`config.mk`:
```
export PLATFORM = sky130hd
export DESIGN_NAME = quad_encoder_gen
export DESIGN_NICKNAME = d
export VERILOG_FILES = /design/src/rtl/quad_encoder_gen.sv
export SDC_FILE = /design/constraint.sdc
export NUM_CORES = 1
export LEC_CHECK = 0
export BUFFER_PORTS_ARGS = -buffer_cell sky130_fd_sc_hd__buf_4
export CAP_MARGIN = 20
export CORE_UTILIZATION = 60
export CTS_CLUSTER_SIZE = 25
export DETAILED_ROUTE_END_ITERATION = 8
export PLACE_DENSITY = 0.92
export REMOVE_ABC_BUFFERS = 1
export SYNTH_ARGS = -nofsm -noshare
export SYNTH_HDL_FRONTEND = slang
export SYNTH_SLANG_ARGS = --single-unit
```
`constraint.sdc`:
```
create_clock -name clk -period 5.7 [get_ports clk]
set_input_delay 0.285 -clock clk [delete_from_list [all_inputs] [get_ports clk]]
set_output_delay 0.285 -clock clk [all_outputs]
set_load 0.01 [all_outputs]
```
`src/rtl/quad_encoder_gen.sv`:
```
// Quadrature stimulus generator: turns "rotate N detents" commands into Gray-coded A/B waveforms.
// Latency: first A/B change PHASE_TICKS cycles after acceptance; done pulses (4N+1)*PHASE_TICKS after it.
// Backpressure: cmd_ready low for the whole RUN; cmd_valid while busy is dropped, nothing is queued.
// Optional: define QUAD_ENCODER_GEN_POS_EN to add a 0..100 saturating detent position output.
module quad_encoder_gen #(
    parameter int PHASE_TICKS = 125000,
    parameter int PHASE_W     = 17,
    parameter int CNT_W       = 8
) (
    input  logic             clk,
    input  logic             reset,
    input  logic             cmd_valid,
    output logic             cmd_ready,
    input  logic             cmd_dir,
    input  logic [CNT_W-1:0] cmd_count,
    output logic             enc_A,
    output logic             enc_B,
    output logic             busy,
    output logic             done
`ifdef QUAD_ENCODER_GEN_POS_EN
    ,
    output logic [7:0]       position
`endif
);

    typedef enum logic [0:0] {
        IDLE = 1'b0,
        RUN  = 1'b1
    } state_t;

    localparam logic [PHASE_W-1:0] TIMER_MAX = PHASE_W'(PHASE_TICKS - 1);

    state_t             state_q, state_d;
    logic [PHASE_W-1:0] timer_q, timer_d;
    // Remaining quarter-steps; two extra bits so 4*(2^CNT_W-1) fits.
    logic [CNT_W+1:0]   rem_q, rem_d;
    logic               dir_q, dir_d;
    logic               a_q, a_d;
    logic               b_q, b_d;
    logic               done_q, done_d;
`ifdef QUAD_ENCODER_GEN_POS_EN
    logic [7:0]         pos_q, pos_d;
`endif

    // Next-state: accept commands in IDLE, step the Gray sequence on each timer wrap in RUN.
    always_comb begin
        state_d = state_q;
        timer_d = timer_q;
        rem_d   = rem_q;
        dir_d   = dir_q;
        a_d     = a_q;
        b_d     = b_q;
        done_d  = 1'b0;
`ifdef QUAD_ENCODER_GEN_POS_EN
        pos_d   = pos_q;
`endif
        case (state_q)
            IDLE: begin
                if (cmd_valid) begin
                    dir_d = cmd_dir;
                    if (cmd_count == '0) begin
                        // Empty command: acknowledge immediately, outputs untouched.
                        done_d = 1'b1;
                    end else begin
                        state_d = RUN;
                        rem_d   = {cmd_count, 2'b00};
                        timer_d = '0;
                    end
                end
            end
            RUN: begin
                if (timer_q == TIMER_MAX) begin
                    timer_d = '0;
                    if (rem_q != '0) begin
                        rem_d = rem_q - 1'b1;
                        // Up: 00->10->11->01, down: 00->01->11->10; one bit flips per step.
                        if (dir_q) begin
                            a_d = ~b_q;
                            b_d = a_q;
                        end else begin
                            a_d = b_q;
                            b_d = ~a_q;
                        end
`ifdef QUAD_ENCODER_GEN_POS_EN
                        // A detent completes on the step back to rest.
                        if (!a_d && !b_d) begin
                            if (dir_q) begin
                                if (pos_q < 8'd100) pos_d = pos_q + 8'd1;
                            end else begin
                                if (pos_q != 8'd0) pos_d = pos_q - 8'd1;
                            end
                        end
`endif
                    end else begin
                        // Rest period after the last step has elapsed.
                        state_d = IDLE;
                        done_d  = 1'b1;
                    end
                end else begin
                    timer_d = timer_q + 1'b1;
                end
            end
            default: state_d = IDLE;
        endcase
    end

    // State register with synchronous active-low reset; reset drops any in-flight command.
    always_ff @(posedge clk) begin
        if (!reset) begin
            state_q <= IDLE;
            timer_q <= '0;
            rem_q   <= '0;
            dir_q   <= 1'b0;
            a_q     <= 1'b0;
            b_q     <= 1'b0;
            done_q  <= 1'b0;
`ifdef QUAD_ENCODER_GEN_POS_EN
            pos_q   <= 8'd0;
`endif
        end else begin
            state_q <= state_d;
            timer_q <= timer_d;
            rem_q   <= rem_d;
            dir_q   <= dir_d;
            a_q     <= a_d;
            b_q     <= b_d;
            done_q  <= done_d;
`ifdef QUAD_ENCODER_GEN_POS_EN
            pos_q   <= pos_d;
`endif
        end
    end

    assign cmd_ready = (state_q == IDLE);
    assign busy      = (state_q == RUN);
    assign enc_A     = a_q;
    assign enc_B     = b_q;
    assign done      = done_q;
`ifdef QUAD_ENCODER_GEN_POS_EN
    assign position  = pos_q;
`endif

endmodule

```
# == Word-level counts from Yosys, hierarchy flattened ==
# Cells that the tools add are included.
# totals
reg_bits,32
latchBits,0
ramBits,0
mem_bits_ro,0
in_bits,12
n_memories,0
# op_classes
addsub,2
n_mul,0
div_mod_pow,0
magnitude_cmp,0
n_eq_ne,5
n_shift,0
muxes,21
bitwise,3
reduce_logical,6
# ops
op,n
two-way mux 17 bit,3
two-way mux 10 bit,4
one-hot mux 17 bit (2 select lines),1
one-hot mux 10 bit (2 select lines),1
"adder 17 x 1 -> 17 bit, second input constant",1
"equality test 17 bit, second input constant",1
two-way mux 1 bit,10
nonzero test 10 bit,1
"subtractor 10 x 1 -> 10 bit, second input constant",1
logical NOT 8 bit,1
"inequality test 2 x 1 -> 1 bit, second input constant",2
"inequality test 2 bit, second input constant",2
one-hot mux 1 bit (2 select lines),2
AND reduction 2 bit,2
AND reduction 4 bit,1
inverter 1 bit,3
AND reduction 3 bit,1

# == Longest topological paths before layout ==
# logic_depth
word_depth,4
mapped_depth,8

# == Worst setup path after synthesis ==
# OpenSTA, ideal clock, no wires.
# synth_path
kind,register to register
start,reg timer_q[7]
end,reg timer_q[6]
setup_time_ns,0.122
arrival_ns,2.030
required_time_ns,5.578
setup_slack_ns,3.548
path_stages_with_launch,7
n_path_buf,2
cell_sequence,dfxtp_1 > buf_6 > or4_4 > nor4_4 > nor3_1 > clkbuf_1 > a221o_1
# synth_via
elab_chain_len,3
# synth_lines
element,line_no,source
from (decl),34,"logic [PHASE_W-1:0] timer_q, timer_d;"
from (signal assigned),122,timer_q <= timer_d;
equality test 17 bit,72,if (timer_q == TIMER_MAX) begin
two-way mux 17 bit,72,
one-hot mux 17 bit (2 select lines),57,case (state_q)
# Every way passes these cells.
# A chain may end at the register's enable or synchronous reset.

# == Worst setup path in the final report ==
# layout_path
start,reg timer_q[7]
end,"reg b_q, in the netlist enc_B"
# layout_via
elab_chain_len,2
# layout_lines
element,line_no,source
equality test 17 bit,72,
AND reduction 3 bit (no line),--,
to (signal assigned),115,b_q <= 1'b0;
to (signal assigned),126,b_q <= b_d;
to (decl),39,"logic b_q, b_d;"
# Every way passes these cells.

==> flow_summary.json <==
{
  "status": "complete, no violations",
  "cts_inserted_buffers": 5,
  "syn_area_sq_um": 1707,
  "maxCapViolCount": 0,
  "cp-end-kind": "flop",
  "diodes": 0,
  "ir_drop_mv": 0.2177,
  "rsz0062_at_grt": "no",
  "cp_num_buf_inv": 0,
  "routed_wl_um": 3900,
  "path_cells": "or4_4 -> nor4_4 -> and3_1 -> mux2i_1 -> nor2_1",
  "cts_setup_buffers": 0,
  "hp-class": "in -> reg",
  "start_util_pct": 65.89,
  "first_global_vias": 1503,
  "core_area_sq_um": 2590,
  "fill_cells": 196,
  "finalSetupTns_ns": 0,
  "syn2layout_area_growth_pct": 11.36,
  "timing.fmax_mhz": 422.8,
  "synth_cell_types": 47,
  "wl_per_cell_um": 14.83,
  "async_flop_share_pct": 0,
  "worst_pin_slew_ns": 0.9790,
  "ant_nets": 0,
  "drive_gt1_share_pct": 13.73,
  "clock_sinks": 32,
  "p_leak_nw": 0.6687,
  "fin_nets": 246,
  "layout_commonest_cell": "dfxtp_1",
  "pin_count": 17,
  "synth-seq-area-share_pct": 37.54,
  "cts_hold_buffers": 0,
  "gp_congestion": 0.9214,
  "dr.pass1.iters": 4,
  "drt_iter0_drc": 86,
  "utilization_pct": 73.38,
  "clockBufferDepth": 2,
  "period_needed_ns": 2.365,
  "synth_ff_type": "dfxtp_1",
  "antenna_found_initial": 0,
  "cpMaxStageDelayCell": "or4_4",
  "root_buffer": "clkbuf_4",
  "arrival_ns": 2.58,
  "htreeDepth": 2,
  "dieArea_sq_um": 3061,
  "grtUsageTotal_pct": 27.41,
  "ff2ff_setup_slack_ns": 3.33,
  "synth_edf_count": 0,
  "viasPerCell": 6.346,
  "route.vias.total": 1669,
  "criticalPathCategory": "reg -> reg",
  "synthCells": 216,
  "grt_pass1_wl_um": 6665,
  "layout_common_cells": "dfxtp_1 (32), nand2_1 (24), o21ai_0 (19)",
  "port_buffers": 16,
  "route.detailed.drc": 0,
  "power_density_nw_per_um2": 225.4,
  "setup_viol": 0,
  "relSlewSlack_pct": 34.23,
  "cp_max_fo": 10,
  "final_max_slew_viol_count": 0,
  "period_share_pct": 41.49,
  "p_total_mw": 0.4284,
  "cts_resized": 0,
  "die_h_um": 55.33,
  "ys_seq_elements": 32,
  "cp-start-kind": "flop",
  "worst_skew_pair.late_latency_ns": 0.35,
  "chipWidth_um": 55.33,
  "clk_pin_slew_ns": 0.09,
  "cts_tree": "done",
  "skew_ns": 0.02483,
  "slowest_delay_ns": 0.56,
  "grt_overflow": 0,
  "worstPathRequired_ns": 5.91,
  "place_hpwl_um": 2729,
  "yosys_warnings": 0,
  "finalHoldViolCount": 0,
  "grt_start_max_net_pins": 25,
  "critical-path-top-delay-family": "simple AND/OR/NAND/NOR gates",
  "num_rows": 18,
  "syn_avg_cell_area_sq_um": 7.901
}
state kept, by name (all words and copies together) (netlist names):
name     cells
enc_B        1
busy         1
enc_A        1
timer_q     17
rem_q       10
dir_q        1
done         1
synthesized netlist by cell type (all sizes together), types with 2 or more instances:
master	count	area share [%]
o22ai	2	0.73
inv	5	1.1
o21ai	21	6.2
nor2b	2	0.73
or3	3	1.1
nor3	7	2.1
dfxtp	32	38
a22oi	2	0.88
o21a	2	0.88
nor2	17	3.7
mux2i	5	2.9
nor4	4	2.3
a31oi	8	2.9
nand4b	2	1.0
buf	4	1.5
ha	2	1.5
nand3b	2	0.88
and3	3	1.1
o31ai	2	0.88
nand2	24	5.3
a21oi	15	4.4
clkbuf	6	1.3
xor2	3	1.5
nand3	15	4.7
o311ai	2	1.0
nand4	7	2.6
a211oi	2	0.88
and2	3	1.1
o211ai	2	0.88
where the power goes:
group	leakage (nW)	switching, mW	internal [mW]	total, mW
combinational	0.371	0.0321	0.0221	0.0542
sequential	0.260	0.00789	0.229	0.237
clock	0.0380	0.0787	0.0586	0.137
total	0.669	0.119	0.310	0.428
metrics by stage:
stage	worst slack [ns]	hold slack, ns	instance area (sq um)	cells
after floorplan	3.258	0.4025	1659	206
after global placement	3.328	0.4649	1832	254
after detailed placement	3.238	0.4657	1832	254
after CTS	3.193	0.1928	1893	262
after global routing	3.194	0.2040	1901	263
final	3.335	0.2004	1901	263
final timing paths:
path / end / cells past startpoint / start
worst max-delay path: enc_B$_SDFFE_PN0P_ / 5 / timer_q[7]$_SDFFE_PN0P_
worst min register to register: timer_q[10]$_SDFFE_PN0P_ / 1 / timer_q[10]$_SDFFE_PN0P_
worst min-delay path: dir_q$_SDFFE_PN0P_ / 3 / cmd_dir
worst max register to register: enc_B$_SDFFE_PN0P_ / 5 / timer_q[7]$_SDFFE_PN0P_
layer usage:
metal | share of wire, % | GRT usage, % | up-vias
met4 | 2.3 | 12.86 | 0
met3 | 7.8 | 8.431 | 10
met1 | 45 | 36.42 | 749
met2 | 45 | 40.45 | 72
li1 | - | - | 838
met5 | 0 | 0 | -
tightest hold or removal path, stage by stage:
cell and delay [ns]:
buf_4 0.11, nand2_1 0.04, a21oi_1 0.06
cell families after synthesis:
kind of cell             count (synthesis)  synth area share, %
AND/OR/NAND/NOR                         94                29.25
buffers and inverters                   15                3.885
XOR/XNOR                                 4                2.053
adder cells (fa/ha/maj)                  2                1.466
multiplexers                             5                2.933
AO/OA/AOI/OAI                           64                22.87
flip-flops                              32                37.54
final cells by class:
class | count | area [sq um] | area share [%]
inverter | 5 | 18.77 | 0.9875
clock buffer | 6 | 51.30 | 2.699
tap | 30 | 37.54 | 1.975
multi-input combinational | 169 | 999.7 | 52.60
sequential | 32 | 640.6 | 33.71
clock inverter | 2 | 10.01 | 0.5267
timing repair buffer | 19 | 142.6 | 7.505
Power figures use the tool's default switching activity.
